<file path="config.mk">
export PLATFORM = sky130hd
export DESIGN_NAME = alu_mc_unit
export DESIGN_NICKNAME = d
export VERILOG_FILES = /design/src/rtl/alu_mc_unit_pkg.sv /design/src/rtl/alu_mc_unit_mult.sv /design/src/rtl/alu_mc_unit.sv
export SDC_FILE = /design/constraint.sdc
export NUM_CORES = 1
export LEC_CHECK = 0
export CAP_MARGIN = 25
export CORE_UTILIZATION = 25
export DETAILED_ROUTE_END_ITERATION = 8
export GPL_ROUTABILITY_DRIVEN = 0
export GPL_TIMING_DRIVEN = 0
export PLACE_DENSITY = 0.43
export SYNTH_ARGS = -nofsm -noshare
export SYNTH_HDL_FRONTEND = slang
export SYNTH_SLANG_ARGS = --single-unit
</file>
<file path="constraint.sdc">
create_clock -name clk -period 6 [get_ports clk]
set_input_delay 1.2 -clock clk [delete_from_list [all_inputs] [get_ports clk]]
set_output_delay 1.2 -clock clk [all_outputs]
set_load 0.03 [all_outputs]
</file>
<file path="src/rtl/alu_mc_unit_pkg.sv">
// Shared types for the multi-cycle ALU: opcodes, operand signedness and the
// instruction word presented on the input handshake.
package definitions;

  localparam int DATA_WIDTH = 32;

  typedef logic [DATA_WIDTH-1:0] data_t;

  typedef enum logic [1:0] {
    ADD  = 2'd0,
    SUB  = 2'd1,
    MULT = 2'd2,
    RSVD = 2'd3
  } opcode_t;

  typedef enum logic {
    UNSIGNED = 1'b0,
    SIGNED   = 1'b1
  } operand_type_t;

  typedef struct packed {
    opcode_t       opc;
    operand_type_t op_type;
    data_t         op_a;
    data_t         op_b;
  } instruction_t;

endpackage

</file>
<file path="src/rtl/alu_mc_unit_mult.sv">
// Iterative shift-add multiplier: one partial product per cycle on operand
// magnitudes, sign applied to the final combinational product.
module alu_mult_seq
  import definitions::*;
#(
  parameter int DATA_W = DATA_WIDTH
) (
  input  logic                clk,
  input  logic                rst,
  input  logic                start_i,
  input  logic [DATA_W-1:0]   a_i,
  input  logic [DATA_W-1:0]   b_i,
  input  logic                sign_i,
  output logic                busy_o,
  output logic                done_o,
  output logic [2*DATA_W-1:0] product_o
);

  localparam int CNT_W = $clog2(DATA_W);
  localparam logic [CNT_W-1:0] LAST_CNT = CNT_W'(DATA_W - 1);

  logic [2*DATA_W:0]   prod_q;
  logic [DATA_W-1:0]   mcand_q;
  logic [CNT_W-1:0]    cnt_q;
  logic                busy_q;
  logic                neg_q;

  logic [DATA_W-1:0]   absA, absB;
  logic [DATA_W:0]     sumHi;
  logic [2*DATA_W-1:0] prodStep;

  assign absA = (sign_i && a_i[DATA_W-1]) ? -a_i : a_i;
  assign absB = (sign_i && b_i[DATA_W-1]) ? -b_i : b_i;

  // Upper half accumulates the multiplicand when the current multiplier bit
  // is set; the whole register then shifts right by one.
  always_comb begin
    sumHi    = prod_q[2*DATA_W:DATA_W] + (prod_q[0] ? {1'b0, mcand_q} : '0);
    prodStep = {sumHi, prod_q[DATA_W-1:1]};
  end

  assign busy_o    = busy_q;
  assign done_o    = busy_q && (cnt_q == LAST_CNT);
  assign product_o = neg_q ? -prodStep : prodStep;

  always_ff @(posedge clk or posedge rst) begin
    if (rst) begin
      prod_q  <= '0;
      mcand_q <= '0;
      cnt_q   <= '0;
      busy_q  <= 1'b0;
      neg_q   <= 1'b0;
    end else if (busy_q) begin
      prod_q <= {1'b0, prodStep};
      cnt_q  <= cnt_q + 1'b1;
      if (cnt_q == LAST_CNT) begin
        busy_q <= 1'b0;
      end
    end else if (start_i) begin
      prod_q  <= {{(DATA_W+1){1'b0}}, absB};
      mcand_q <= absA;
      cnt_q   <= '0;
      busy_q  <= 1'b1;
      neg_q   <= sign_i && (a_i[DATA_W-1] ^ b_i[DATA_W-1]);
    end
  end

endmodule

</file>
<file path="src/rtl/alu_mc_unit.sv">
// Multi-cycle ALU: single-cycle add/sub, iterative multiply, one-deep output
// register with valid/ready backpressure.
module alu_mc_unit
  import definitions::*;
#(
  parameter int DATA_W = DATA_WIDTH
) (
  input  logic              clk,
  input  logic              rst,
  input  logic              in_valid,
  output logic              in_ready,
  input  instruction_t      instr,
  output logic              out_valid,
  input  logic              out_ready,
  output logic [DATA_W-1:0] alu_out,
  output logic              ovf,
  output logic              err
);

  typedef enum logic [1:0] {IDLE, MUL, HOLD} state_t;

  state_t              state_q;
  logic                outValid_q, ovf_q, err_q, mulSigned_q, holdOvf_q;
  logic [DATA_W-1:0]   aluOut_q, holdOut_q;

  logic                accept, mulStart, mulBusy, mulDone, outFree, isSigned;
  logic [2*DATA_W-1:0] mulProd;
  logic [DATA_W-1:0]   opA, opB, diff, res_d;
  logic [DATA_W:0]     sum;
  logic                ovf_d, err_d, mulOvf;

  assign opA      = instr.op_a;
  assign opB      = instr.op_b;
  assign isSigned = (instr.op_type == SIGNED);
  assign outFree  = !outValid_q || out_ready;
  assign in_ready = (state_q == IDLE) && !mulBusy && outFree;
  assign accept   = in_valid && in_ready;
  assign mulStart = accept && (instr.opc == MULT);

  always_comb begin
    sum   = {1'b0, opA} + {1'b0, opB};
    diff  = opA - opB;
    res_d = '0;
    ovf_d = 1'b0;
    err_d = 1'b0;
    case (instr.opc)
      ADD: begin
        res_d = sum[DATA_W-1:0];
        ovf_d = isSigned ? ((opA[DATA_W-1] == opB[DATA_W-1]) && (sum[DATA_W-1] != opA[DATA_W-1]))
                         : sum[DATA_W];
      end
      SUB: begin
        res_d = diff;
        ovf_d = isSigned ? ((opA[DATA_W-1] != opB[DATA_W-1]) && (diff[DATA_W-1] != opA[DATA_W-1]))
                         : (opA < opB);
      end
      MULT: ;
      default: err_d = 1'b1;
    endcase
  end

  // Signed products overflow when the upper half is not a pure sign extension.
  assign mulOvf = mulSigned_q ? (mulProd[2*DATA_W-1:DATA_W] != {DATA_W{mulProd[DATA_W-1]}})
                              : (|mulProd[2*DATA_W-1:DATA_W]);

  alu_mult_seq #(.DATA_W(DATA_W)) uMult (
    .clk       (clk),
    .rst       (rst),
    .start_i   (mulStart),
    .a_i       (opA),
    .b_i       (opB),
    .sign_i    (isSigned),
    .busy_o    (mulBusy),
    .done_o    (mulDone),
    .product_o (mulProd)
  );

  // A drain clears out_valid unless a new result lands on the same edge.
  always_ff @(posedge clk or posedge rst) begin
    if (rst) begin
      state_q     <= IDLE;
      outValid_q  <= 1'b0;
      aluOut_q    <= '0;
      ovf_q       <= 1'b0;
      err_q       <= 1'b0;
      mulSigned_q <= 1'b0;
      holdOut_q   <= '0;
      holdOvf_q   <= 1'b0;
    end else begin
      if (out_ready) begin
        outValid_q <= 1'b0;
      end
      case (state_q)
        IDLE: begin
          if (accept) begin
            if (instr.opc == MULT) begin
              state_q     <= MUL;
              mulSigned_q <= isSigned;
            end else begin
              outValid_q <= 1'b1;
              aluOut_q   <= res_d;
              ovf_q      <= ovf_d;
              err_q      <= err_d;
            end
          end
        end
        MUL: begin
          if (mulDone) begin
            if (outFree) begin
              outValid_q <= 1'b1;
              aluOut_q   <= mulProd[DATA_W-1:0];
              ovf_q      <= mulOvf;
              err_q      <= 1'b0;
              state_q    <= IDLE;
            end else begin
              holdOut_q <= mulProd[DATA_W-1:0];
              holdOvf_q <= mulOvf;
              state_q   <= HOLD;
            end
          end
        end
        HOLD: begin
          if (out_ready && outValid_q) begin
            outValid_q <= 1'b1;
            aluOut_q   <= holdOut_q;
            ovf_q      <= holdOvf_q;
            err_q      <= 1'b0;
            state_q    <= IDLE;
          end
        end
        default: state_q <= IDLE;
      endcase
    end
  end

  assign out_valid = outValid_q;
  assign alu_out   = aluOut_q;
  assign ovf       = ovf_q;
  assign err       = err_q;

endmodule

</file>
==> summary.txt <==
LAYOUT
----------------------------------------------------------------------------------------
Area overhead of the layout relative to synthesis                                  18.0%
Number of standard cells in the layout, taps in and fillers out                    3,160
Ant. Diodes                                                                            0
Proportion of layout cells with a drive suffix above 1                             5.97%
Layout Nets                                                                        2,462
Fill count                                                                         7,088
Cell area after layout                                                        19,600 µm²

FLOORPLANNING
----------------------------------------------------------------------------------------
Cell row count                                                                        94
Die span in x                                                                     260 µm
Core region area                                                              65,700 µm²
Die Footprint                                                                 67,400 µm²
Chip height                                                                       260 µm
Initial core utilization                                                           25.2%
I/O pin count                                                                        107

CRITICAL PATH
----------------------------------------------------------------------------------------
CP Launch Type                                                                      flop
Crit-path leading delay family                                              simple AND/OR/NAND/NOR gates
CP endpoint kind                                                                    flop
Library cell contributing the largest single delay on the critical path     sky130_fd_sc_hd__or4_1
Worst stage delay on the critical path                                            570 ps
Signal arrival time at the worst endpoint                                        6160 ps
Buf+Inv Stages, Crit Path                                                              3
Category of the most critical setup path                                      reg -> reg
Critical-path cell list                                                     clkbuf_2 -> and2_1 -> ha_1 -> buf_2 -> a21oi_1 -> o21ai_0 -> a221oi_4 -> buf_12 -> xor2_1 -> o21ai_1 -> or4_1 -> nor4_4 -> nand4_1 -> a221oi_1 -> a31oi_1 -> nor4_2 -> nand2_1 -> o2111ai_2 -> nand3b_1
Worst endpoint required time                                                     6370 ps
CP max FO                                                                             10

LOGIC SYNTHESIS
----------------------------------------------------------------------------------------
Part of the Yosys area used for sequential elements                                26.2%
Synth Flop Type                                                             sky130_fd_sc_hd__dfrtp_1
Yosys synthesis warning count                                                          0
Count of cell types in the netlist                                                    88
Synth Cell Area                                                               16,600 µm²
Flop and latch count out of synthesis                                                174
Post-Synthesis Cells                                                               2,148
Post-synth top area cell                                                    sky130_fd_sc_hd__dfrtp_1
Avg Cell Area, Syn                                                              7.72 µm²
Library cell with the highest instance count after synthesis                sky130_fd_sc_hd__nand2_1
Synth async-reset ratio                                                             100%
Post-synth top area share                                                          26.2%
EDFF count, synth                                                                      0
Cell types with the largest area share after synthesis                      sky130_fd_sc_hd__dfrtp_1 26%, sky130_fd_sc_hd__ha_1 7.9%, sky130_fd_sc_hd__xnor2_1 6.2%
Synthesized Nets                                                                   2,327
Commonest cells in the netlist                                              247 x sky130_fd_sc_hd__nand2_1, 197 x sky130_fd_sc_hd__nor2_1, 192 x sky130_fd_sc_hd__o21ai_0

TIMING
----------------------------------------------------------------------------------------
Max-slew violation count                                                               0
Count of final hold-check violations                                                   0
Time the final worst path needs with I/O delays and setup                        5780 ps
Final count of negative-setup-slack endpoints                                          0
Max_slew headroom                                                                  29.6%
Worst Skew                                                                       15.1 ps
Maximum clock frequency                                                        0.173 GHz
Worst hold slack after final layout                                               472 ps
Portion of the clock cycle consumed by the worst path in the final layout          96.4%
Unrepaired setup endpoints after global routing                                       no
Slew @ Worst Pin                                                                 1040 ps

STATUS
----------------------------------------------------------------------------------------
Status                                                                      finished, final reports clean

DETAILED ROUTING
----------------------------------------------------------------------------------------
Detailed-route wire length per cell                                              21.9 µm
Number of violations reported at the end of detailed-routing iteration 0           1,336
Via count                                                                         17,029
Total wire length after detailed routing                                       69,100 µm
Number of nets with antenna violations after routing                                   0
First-pass DRT Iterations                                                              5
Vias per Instance                                                                   5.39
Final routed DRC violation total                                                       0

CLOCKING
----------------------------------------------------------------------------------------
Clock tree buffer depth                                                                2
Clock latency of the later-clocked register in the worst-skew pair                490 ps
CTS Sinks                                                                            174
Number of buffers created by CTS                                                      17
Clock tree from TritonCTS                                                          built
Cell at the root of the clock tree                                          sky130_fd_sc_hd__clkbuf_16
Clock transition at path regs                                                      80 ps
Hold Buf Count CTS                                                                     0
H-tree Lvls                                                                            4

GLOBAL ROUTE
----------------------------------------------------------------------------------------
Overall track demand over capacity in global routing                               20.4%
Pin count of the biggest net entering global routing                                  94
Number of global-route vias before repair                                         17,026
Antenna violations before repair                                                       1
Sum of overflow across all layers after global routing                                 0
First-pass GRT wire length                                                    105,000 µm

JOB
----------------------------------------------------------------------------------------
Number of max-cap violations                                                           0

PWR
----------------------------------------------------------------------------------------
Worst voltage drop across the vdd grid                                            273 µV
Leak pwr                                                                         7.98 nW
Power per Cell Area                                                           412 nW/µm²

PLACE
----------------------------------------------------------------------------------------
Placed cells                                                                       3,121
Placed standard-cell area                                                     18,800 µm²
Detailed-placement wirelength estimate                                         53,900 µm
I/O Buffers                                                                          106

MIN PATH
----------------------------------------------------------------------------------------
Worst min-delay path class                                                    reg -> reg

## worst register-to-register path: cells and delay by family (launching register included)
| family | cells | cell delay [ps] |
|---|---|---|
| buf+inv | 3 | 560 |
| flops | 1 | 440 |
| simple gates | 7 | 2040 |
| compound gates | 7 | 1990 |
| xor+xnor | 1 | 360 |
| fa+ha+maj | 1 | 250 |
## metal layers
metal  vias to the layer above  wire [µm]  global-route usage, %  part of all wire, %
li1                       8084          -                      -                    -
met1                      8379      31100                   26.3                   45
met2                       449      33100                   34.5                   48
met3                       113       2650                   2.78                  3.8
met4                         4       2240                   7.81                  3.2
met5                         -         31                      0                0.045
## logic make-up (layout without fill, tap and decap cells)
logic type / Yosys count / count (layout) / share of synthesized area [%]
simple gates: 777 / 777 / 22.9
compound gates: 678 / 678 / 26.9
buf+inv: 216 / 364 / 4.99
flops: 174 / 174 / 26.2
xor+xnor: 164 / 164 / 8.66
fa+ha+maj: 108 / 108 / 8.28
mux: 31 / 31 / 2.04
## flip-flops by register name, indices dropped and copies added (netlist names)
signal         count
out_valid          1
alu_out           32
uMult.prod_q      64
uMult.cnt_q        5
ovf                1
err                1
holdOut_q         32
uMult.busy_o       1
mulSigned_q        1
state_q            2
holdOvf_q          1
uMult.mcand_q     32
uMult.neg_q        1
## what timing repair did
action | CTS | global route
setup endpoints to repair | 2 | 3
pin swaps | 2 | 3
buffers inserted | 6 | 0
hold endpoints to repair | 0 | 0
resized for setup | 12 | 23
## layout make-up
class                           count  area (µm²)  area share (%)
Clock inverter                     14         145           0.741
Clock buffer                       18         429            2.19
Inverter                           87         334            1.71
Sequential cell                   174        4350            22.2
Tap cell                          864        1080            5.52
Timing Repair Buffer              117        1170            5.96
Multi-Input combinational cell   1758       11600            59.1
Buffer                            128         500            2.56
## cell usage in the layout, fill, tap and decap left out, drive strengths merged, types with 29 or more instances in the layout
cell / Yosys / layout
o31ai: 35 / 35
a221oi: 34 / 34
nand4: 33 / 33
ha: 105 / 105
a21oi: 153 / 153
nand2: 247 / 247
nor3: 60 / 60
clkbuf: 112 / 128
o21ai: 199 / 199
clkdlybuf4s50: 0 / 106
buf: 17 / 29
inv: 87 / 96
nor2: 197 / 197
nand3: 30 / 30
xor2: 47 / 47
and2: 46 / 46
xnor2: 117 / 117
a22oi: 36 / 36
dfrtp: 174 / 174
## path summary, 6_finish.rpt
check | startpoint | end | slack [ps] | cells after the start
min | uMult.mcand_q[18] | uMult.mcand_q[18] | 470 | 2
min in group asynchronous | rst | alu_out[11] | 1200 | 2
max | uMult.prod_q[0] | ovf | 220 | 19
max in group asynchronous | rst | uMult.prod_q[53] | 3820 | 3
min reg2reg | uMult.mcand_q[18] | uMult.mcand_q[18] | 470 | 2
max reg2reg | uMult.prod_q[0] | ovf | 220 | 19
## power by group
| group | internal (mW) | leakage, nW | switching [mW] |
|---|---|---|---|
| Combinational | 1.69 | 5.45 | 3.31 |
| Clock | 0.588 | 0.284 | 0.585 |
| Sequential | 1.59 | 2.25 | 0.308 |
| Total | 3.87 | 7.98 | 4.20 |
## metrics by stage
stage | setup TNS (ps) | util (%) | power [mW] | setup WS (ps)
3_5_place_dp | -1280 | 28.6 | 6.78 | -577
4_1_cts | 0 | 29.6 | 8.03 | 24.4
2_1_floorplan | 0 | - | 5.10 | 83.2
5_1_grt | 0 | 29.8 | 8.67 | 8.48
3_3_place_gp | -530040 | 28.5 | 6.75 | -3060
6_report | 0 | 29.8 | 8.07 | 218
(Power assumes the default switching activity.)
